===== src/rtl/keys_event_queue.sv =====
// keys_event_queue
//   Consumer end of the keys_debounce press interface. One-cycle press pulses
//   are latched into a pending register, serialised lowest key index first,
//   and written one per cycle into a small first-word-fall-through FIFO that a
//   downstream FSM drains through a valid/ready handshake.
//
// Ports
//   clk_i       system clock
//   rst_i       synchronous reset, active-high; clears queue, pending presses
//               and the overflow flag
//   ondn_i      press pulses, bit k = key k pressed (one clock wide)
//   code_o      key index at the FIFO head, meaningful only while valid_o=1
//   valid_o     FIFO not empty
//   ready_i     consumer takes the head entry this cycle (ignored when empty)
//   count_o     number of stored entries, 0..DEPTH
//   overflow_o  sticky, set when a press was merged into an already pending
//               press of the same key and therefore lost
module keys_event_queue #(
    parameter int N_KEYS = 5,
    parameter int CODE_W = 3,
    parameter int DEPTH  = 8,
    parameter int PTR_W  = 3
) (
    input  logic              clk_i,
    input  logic              rst_i,
    input  logic [N_KEYS-1:0] ondn_i,
    output logic [CODE_W-1:0] code_o,
    output logic              valid_o,
    input  logic              ready_i,
    output logic [PTR_W:0]    count_o,
    output logic              overflow_o
);

    logic [CODE_W-1:0] mem [DEPTH];
    logic [PTR_W-1:0]  wr_ptr;
    logic [PTR_W-1:0]  rd_ptr;
    logic [PTR_W:0]    count;
    logic              overflow;

    logic [N_KEYS-1:0] pend;
    logic [N_KEYS-1:0] grant;
    logic [N_KEYS-1:0] clr_mask;
    logic [N_KEYS-1:0] pend_next;
    logic [CODE_W-1:0] grant_idx;
    logic              pend_any;
    logic              full;
    logic              pop;
    logic              wr_en;
    logic              collision;

    // Index of the lowest set bit; 0 when no bit is set.
    function automatic logic [CODE_W-1:0] lowest_index(input logic [N_KEYS-1:0] v);
        logic [CODE_W-1:0] idx;
        idx = '0;
        for (int k = N_KEYS - 1; k >= 0; k--) begin
            if (v[k]) idx = CODE_W'(k);
        end
        return idx;
    endfunction

    always_comb begin
        pend_any  = |pend;
        grant_idx = lowest_index(pend);
        grant     = pend_any ? (N_KEYS'(1) << grant_idx) : '0;
        full      = (count == (PTR_W + 1)'(DEPTH));
        pop       = (count != '0) && ready_i;
        // A pop frees a slot in the same cycle, so a full queue still accepts
        // a write when the head is being taken.
        wr_en     = pend_any && (!full || pop);
        clr_mask  = wr_en ? grant : '0;
        pend_next = (pend & ~clr_mask) | ondn_i;
        // A new pulse on a key whose earlier press is still pending (and not
        // leaving the pending register this cycle) merges into it: one press lost.
        collision = |(ondn_i & pend & ~clr_mask);
    end

    // Control state: pending presses, pointers, occupancy, sticky overflow
    always_ff @(posedge clk_i) begin
        if (rst_i) begin
            pend     <= '0;
            wr_ptr   <= '0;
            rd_ptr   <= '0;
            count    <= '0;
            overflow <= 1'b0;
        end else begin
            pend <= pend_next;
            if (wr_en) wr_ptr <= wr_ptr + 1'b1;
            if (pop)   rd_ptr <= rd_ptr + 1'b1;
            case ({wr_en, pop})
                2'b10:   count <= count + 1'b1;
                2'b01:   count <= count - 1'b1;
                default: count <= count;
            endcase
            if (collision) overflow <= 1'b1;
        end
    end

    // Storage: no reset needed, pointers define which entries are live
    always_ff @(posedge clk_i) begin
        if (wr_en && !rst_i) mem[wr_ptr] <= grant_idx;
    end

    // Outputs: all derived from registered state, no ready_i -> valid_o path
    assign valid_o    = (count != '0);
    assign code_o     = valid_o ? mem[rd_ptr] : '0;
    assign count_o    = count;
    assign overflow_o = overflow;

endmodule


===== config.mk =====
export PLATFORM = sky130hd
export DESIGN_NAME = keys_event_queue
export DESIGN_NICKNAME = d
export VERILOG_FILES = /design/src/rtl/keys_event_queue.sv
export SDC_FILE = /design/constraint.sdc
export NUM_CORES = 1
export LEC_CHECK = 0
export ABC_AREA = 0
export BUFFER_PORTS_ARGS = -buffer_cell sky130_fd_sc_hd__buf_2
export CORE_MARGIN = 5
export CORE_UTILIZATION = 25
export DETAILED_ROUTE_END_ITERATION = 6
export PLACE_DENSITY_LB_ADDON = 0.2
export RECOVER_POWER = 100
export SLEW_MARGIN = 15
export SYNTH_ARGS = -nofsm -noshare
export SYNTH_HDL_FRONTEND = slang
export SYNTH_SLANG_ARGS = --single-unit

===== constraint.sdc =====
create_clock -name clk_i -period 6.1 [get_ports clk_i]
set_input_delay 1.22 -clock clk_i [delete_from_list [all_inputs] [get_ports clk_i]]
set_output_delay 1.22 -clock clk_i [all_outputs]
set_load 0.02 [all_outputs]

==> report_table.html <==
<table>
<tr><th>Metric</th><th>Value</th></tr>
<tr><th colspan="2">Die</th></tr>
<tr><td>I/O pins</td><td>17</td></tr>
<tr><td>Overall die area</td><td>between 0.009 and 0.01 mm2</td></tr>
<tr><td>Placement row count</td><td>32</td></tr>
<tr><td>Initial core utilization</td><td>25.4%</td></tr>
<tr><td>Die outline width</td><td>about 98 um</td></tr>
<tr><td>Total core area</td><td>0.00765 mm2</td></tr>
<tr><td>Vert. Die Dim</td><td>98.1 um</td></tr>
<tr><th colspan="2">Pwr</th></tr>
<tr><td>Part of the power in the clock network</td><td>between 20% and 30%</td></tr>
<tr><td>Net switching power figure</td><td>approximately 0.00030 W</td></tr>
<tr><td>Fraction of power spent switching nets</td><td>between 30% and 40%</td></tr>
<tr><td>Internal Dissipation</td><td>~0.00053 W</td></tr>
<tr><td>Leakage dissipation</td><td>0.746 nW</td></tr>
<tr><td>Peak supply drop</td><td>0.0000920 V</td></tr>
<tr><td>Part of the power in combinational logic</td><td>30.8%</td></tr>
<tr><td>Power density cells</td><td>about 380 mW/mm2</td></tr>
<tr><td>Sequential power share</td><td>47.0%</td></tr>
<tr><th colspan="2">Route</th></tr>
<tr><td>Via count normalized by instance count</td><td>4.41</td></tr>
<tr><td>Mean routed wirelength per cell</td><td>13.5 um</td></tr>
<tr><td>DRC violations left</td><td>0</td></tr>
<tr><td>DRT iter0 DRCs</td><td>72</td></tr>
<tr><td>Via total after detailed routing</td><td>1235</td></tr>
<tr><td>Iteration count of the initial detailed-routing pass</td><td>4</td></tr>
<tr><td>Detailed Route WL</td><td>3790 um</td></tr>
<tr><td>Number of nets with antenna violations after routing</td><td>0</td></tr>
<tr><th colspan="2">Critical path</th></tr>
<tr><td>R2r startpoint</td><td>count_o[3]$_SDFFE_PP0P_</td></tr>
<tr><td>Setup slack of the most critical reg-to-reg path</td><td>2.94 ns</td></tr>
<tr><td>Endpoint of the lowest-slack register-to-register path</td><td>count_o[3]$_SDFFE_PP0P_</td></tr>
<tr><td>Kind of start point of the critical path</td><td>flop</td></tr>
<tr><td>Required time reported for the critical path endpoint</td><td>6.29 ns</td></tr>
<tr><td>CP arrival</td><td>3.35 ns</td></tr>
<tr><td>Critical path peak fanout</td><td>7</td></tr>
<tr><td>WS Path Type</td><td>flop to flop</td></tr>
<tr><td>Worst R2R Path Depth</td><td>8</td></tr>
<tr><td>Worst setup EP type</td><td>flop</td></tr>
<tr><th colspan="2">Global routing</th></tr>
<tr><td>First-pass GRT wire length</td><td>about 6400 um</td></tr>
<tr><td>Via count of the first global-routing pass</td><td>1234</td></tr>
<tr><td>Total global routing overflow</td><td>0</td></tr>
<tr><td>Global Route Usage Sum</td><td>8.38%</td></tr>
<tr><td>Maximum number of pins on one net before global-route repair</td><td>25</td></tr>
<tr><td>Antenna violations before repair</td><td>0</td></tr>
<tr><th colspan="2">Hold path</th></tr>
<tr><td>Classification of the worst-slack hold path</td><td>flop to flop</td></tr>
<tr><td>Hold path cells</td><td>2</td></tr>
<tr><td>Min-Delay Endpoint</td><td>rd_ptr[2]$_SDFFE_PP0P_</td></tr>
<tr><td>Startpoint of the tightest hold check path</td><td>rd_ptr[2]$_SDFFE_PP0P_</td></tr>
<tr><th colspan="2">Clocking</th></tr>
<tr><td>Sinks on the clock net</td><td>43</td></tr>
<tr><td>Clock slew seen by the registers of the worst setup and hold paths</td><td>~0.090 ns</td></tr>
<tr><td>Number of levels in the clock H-tree</td><td>2</td></tr>
<tr><td>Clock latency on the worst-skew pair</td><td>0.29 ns</td></tr>
<tr><td>Hold buffer count at CTS</td><td>0</td></tr>
<tr><td>CTS-repair resized insts</td><td>0</td></tr>
<tr><td>Setup Buffers After CTS</td><td>0</td></tr>
<tr><td>TritonCTS buffer count</td><td>5</td></tr>
<tr><td>Max Buffers Root-to-Sink</td><td>2</td></tr>
<tr><td>CTS tree</td><td>yes</td></tr>
<tr><td>Clock root buffer</td><td>sky130_fd_sc_hd__clkbuf_8</td></tr>
<tr><th colspan="2">Logic synthesis</th></tr>
<tr><td>Most instantiated flip-flop cell in the synthesis netlist</td><td>sky130_fd_sc_hd__edfxtp_1</td></tr>
<tr><td>Fraction of the mapped netlist area in adder cells</td><td>3.61%</td></tr>
<tr><td>Yosys top cell area share</td><td>37.1%</td></tr>
<tr><td>XOR/XNOR share of the synthesized area</td><td>2.26%</td></tr>
<tr><td>Compound-Gate Fraction of Synth Area</td><td>11.2%</td></tr>
<tr><td>Cell count after synthesis</td><td>159</td></tr>
<tr><td>Top cell types by occurrence after synthesis</td><td>sky130_fd_sc_hd__nor2_1 (25), sky130_fd_sc_hd__edfxtp_1 (24), sky130_fd_sc_hd__dfxtp_1 (19)</td></tr>
<tr><td>Seq/Total Area, Yosys</td><td>~57%</td></tr>
<tr><td>Count of state elements after synthesis</td><td>43</td></tr>
<tr><td>Most area-hungry cell type in the Yosys netlist</td><td>sky130_fd_sc_hd__edfxtp_1</td></tr>
<tr><td>Number of enable-type register cells in the synthesized netlist</td><td>24</td></tr>
<tr><td>Cell area after synthesis</td><td>about 0.0019 mm2</td></tr>
<tr><td>Proportion of register bits with asynchronous set or reset after synthesis</td><td>0%</td></tr>
<tr><td>Area fraction in and, or, nand and nor cells after synthesis</td><td>12.1%</td></tr>
<tr><td>Synthesized area per cell</td><td>12.2 um2</td></tr>
<tr><td>Cell with the most instances after synthesis</td><td>sky130_fd_sc_hd__nor2_1</td></tr>
<tr><td>Synth Net Count</td><td>172</td></tr>
<tr><td>Mux cell area share after synthesis</td><td>between 10% and 20%</td></tr>
<tr><td>Synth cell types</td><td>44</td></tr>
<tr><td>Combinational family with the most area after synthesis</td><td>simple AND/OR/NAND/NOR gates</td></tr>
<tr><td>Dominant cells by area after synthesis</td><td>sky130_fd_sc_hd__edfxtp_1 (37%), sky130_fd_sc_hd__dfxtp_1 (20%), sky130_fd_sc_hd__mux4_2 (7.0%)</td></tr>
<tr><td>Synth warn</td><td>0</td></tr>
<tr><th colspan="2">Timing</th></tr>
<tr><td>Period utilisation layout</td><td>51.8%</td></tr>
<tr><td>Transition time at the pin with the least slew margin</td><td>1.07 ns</td></tr>
<tr><td>Post-layout minimum cycle time</td><td>3.16 ns</td></tr>
<tr><td>RSZ-0062 raised after global routing</td><td>no</td></tr>
<tr><td>Highest Clock Rate</td><td>between 0.3 and 0.4 GHz</td></tr>
<tr><td>Setup_tns</td><td>0 ns</td></tr>
<tr><td>Final clock skew</td><td>0.00709 ns</td></tr>
<tr><td>Worst rel slew slack</td><td>27.7%</td></tr>
<tr><td>Final Hold Violating Endpoints</td><td>0</td></tr>
<tr><td>Total setup violations reported at the end of the flow</td><td>0</td></tr>
<tr><td>Final slew viol count</td><td>0</td></tr>
<tr><th colspan="2">Run status</th></tr>
<tr><td>Status</td><td>finished clean</td></tr>
<tr><th colspan="2">Cells and area</th></tr>
<tr><td>Growth of design area from synthesis to finish</td><td>12.1%</td></tr>
<tr><td>Number of nets in the layout</td><td>190</td></tr>
<tr><td>Antenna diode instance count</td><td>0</td></tr>
<tr><td>Share of cells above drive strength 1</td><td>13.5%</td></tr>
<tr><td>Cell Count, Final, Fillers Out</td><td>280</td></tr>
<tr><th colspan="2">Job</th></tr>
<tr><td>Number of maximum-capacitance constraint violations</td><td>0</td></tr>
<tr><th colspan="2">Placed design</th></tr>
<tr><td>Cell count after placement</td><td>roughly 270</td></tr>
<tr><td>Half-perimeter wire length after detailed placement</td><td>2810 um</td></tr>
<tr><td>Placer's final routability congestion estimate</td><td>0.751</td></tr>
<tr><td>Count of buffers inserted at the top-level ports</td><td>16</td></tr>
</table>
[power by group through the flow]
stage          clock (W)  sequential [W]  combinational, W
3_3_place_gp           0        0.000402          0.000274
2_1_floorplan          0        0.000392          0.000205
5_1_grt         0.000202        0.000398          0.000286
6_report        0.000184        0.000389          0.000254
3_5_place_dp           0        0.000401          0.000274
4_1_cts         0.000192        0.000395          0.000275
[cell usage in the layout (no fill, tap or decap), types with 3 or more instances in the layout]
master,count
sky130_fd_sc_hd__ha_1,4
sky130_fd_sc_hd__clkbuf_8,5
sky130_fd_sc_hd__inv_1,7
sky130_fd_sc_hd__edfxtp_1,24
sky130_fd_sc_hd__nand2_1,8
sky130_fd_sc_hd__buf_2,6
sky130_fd_sc_hd__a21oi_1,9
sky130_fd_sc_hd__dfxtp_1,19
sky130_fd_sc_hd__mux2i_1,5
sky130_fd_sc_hd__clkbuf_1,10
sky130_fd_sc_hd__nor2_1,25
sky130_fd_sc_hd__mux4_2,6
sky130_fd_sc_hd__o21ai_0,5
sky130_fd_sc_hd__nor3_1,4
sky130_fd_sc_hd__xor2_1,3
[per-layer routing]
metal	GRT usage, %	share of wire (%)	up-vias
met1	11.3	50	580
met3	2.29	4.1	4
met2	12.9	45	21
met5	0	0	-
met4	2.98	1.1	0
li1	-	-	630
[worst max-delay path by stage]
stage	from	to	slack (ns)	cells past startpoint
after floorplan	ready_i	count_o[3]$_SDFFE_PP0P_	3.09	9
after global placement	ready_i	count_o[3]$_SDFFE_PP0P_	2.88	9
after detailed placement	ready_i	count_o[3]$_SDFFE_PP0P_	2.85	9
after CTS	count_o[0]$_SDFFE_PP0P_	code_o[0]	3.00	4
after global routing	count_o[3]$_SDFFE_PP0P_	count_o[3]$_SDFFE_PP0P_	2.66	8
final	count_o[3]$_SDFFE_PP0P_	count_o[3]$_SDFFE_PP0P_	2.94	8
[kinds of logic after synthesis]
kind of cell    Yosys count
xor+xnor                  5
mux                      13
compound gates           30
flops                    43
simple gates             50
fa+ha+maj                 5
buf+inv                  13
[metrics by stage]
| step | utilization, % | instance area [um2] | worst slack [ns] | hold WS [ns] | power, W |
|---|---|---|---|---|---|
| after global routing | 28.5 | 2180 | 2.66 | 0.573 | 0.000886 |
| after global placement | 27.7 | 2120 | 2.88 | 0.514 | 0.000676 |
| after floorplan | - | 1940 | 3.09 | 0.490 | 0.000597 |
| after CTS | 29.0 | 2210 | 3.00 | 0.531 | 0.000862 |
| after detailed placement | 27.7 | 2120 | 2.85 | 0.521 | 0.000675 |
| final | 28.5 | 2180 | 2.94 | 0.527 | 0.000827 |
[cell type report]
cell class	instances	area, um2
Multi-Input combinational cell	103	756
Fill cell	790	5470
Inverter	8	31.3
Tap cell	102	128
Timing Repair Buffer	16	67.6
Clock buffer	5	68.8
Sequential cell	43	1100
Clock inverter	3	23.8
[registers in the layout, indices dropped and copies added (netlist names), named ones only]
name / flops
mem: 24
pend: 5
count_o: 4
rd_ptr: 3
wr_ptr: 3
overflow_o: 1
[critical path, stage by stage, from the launching register on]
cell and delay, ns:
sky130_fd_sc_hd__dfxtp_1 0.38, sky130_fd_sc_hd__o41ai_1 0.99, sky130_fd_sc_hd__or3_1 0.33, sky130_fd_sc_hd__clkinvlp_2 0.19, sky130_fd_sc_hd__ha_1 0.29, sky130_fd_sc_hd__a21o_1 0.17
sky130_fd_sc_hd__a21oi_1 0.16, sky130_fd_sc_hd__mux2i_1 0.22, sky130_fd_sc_hd__mux2_1 0.33
Power figures use the tool's default switching activity.
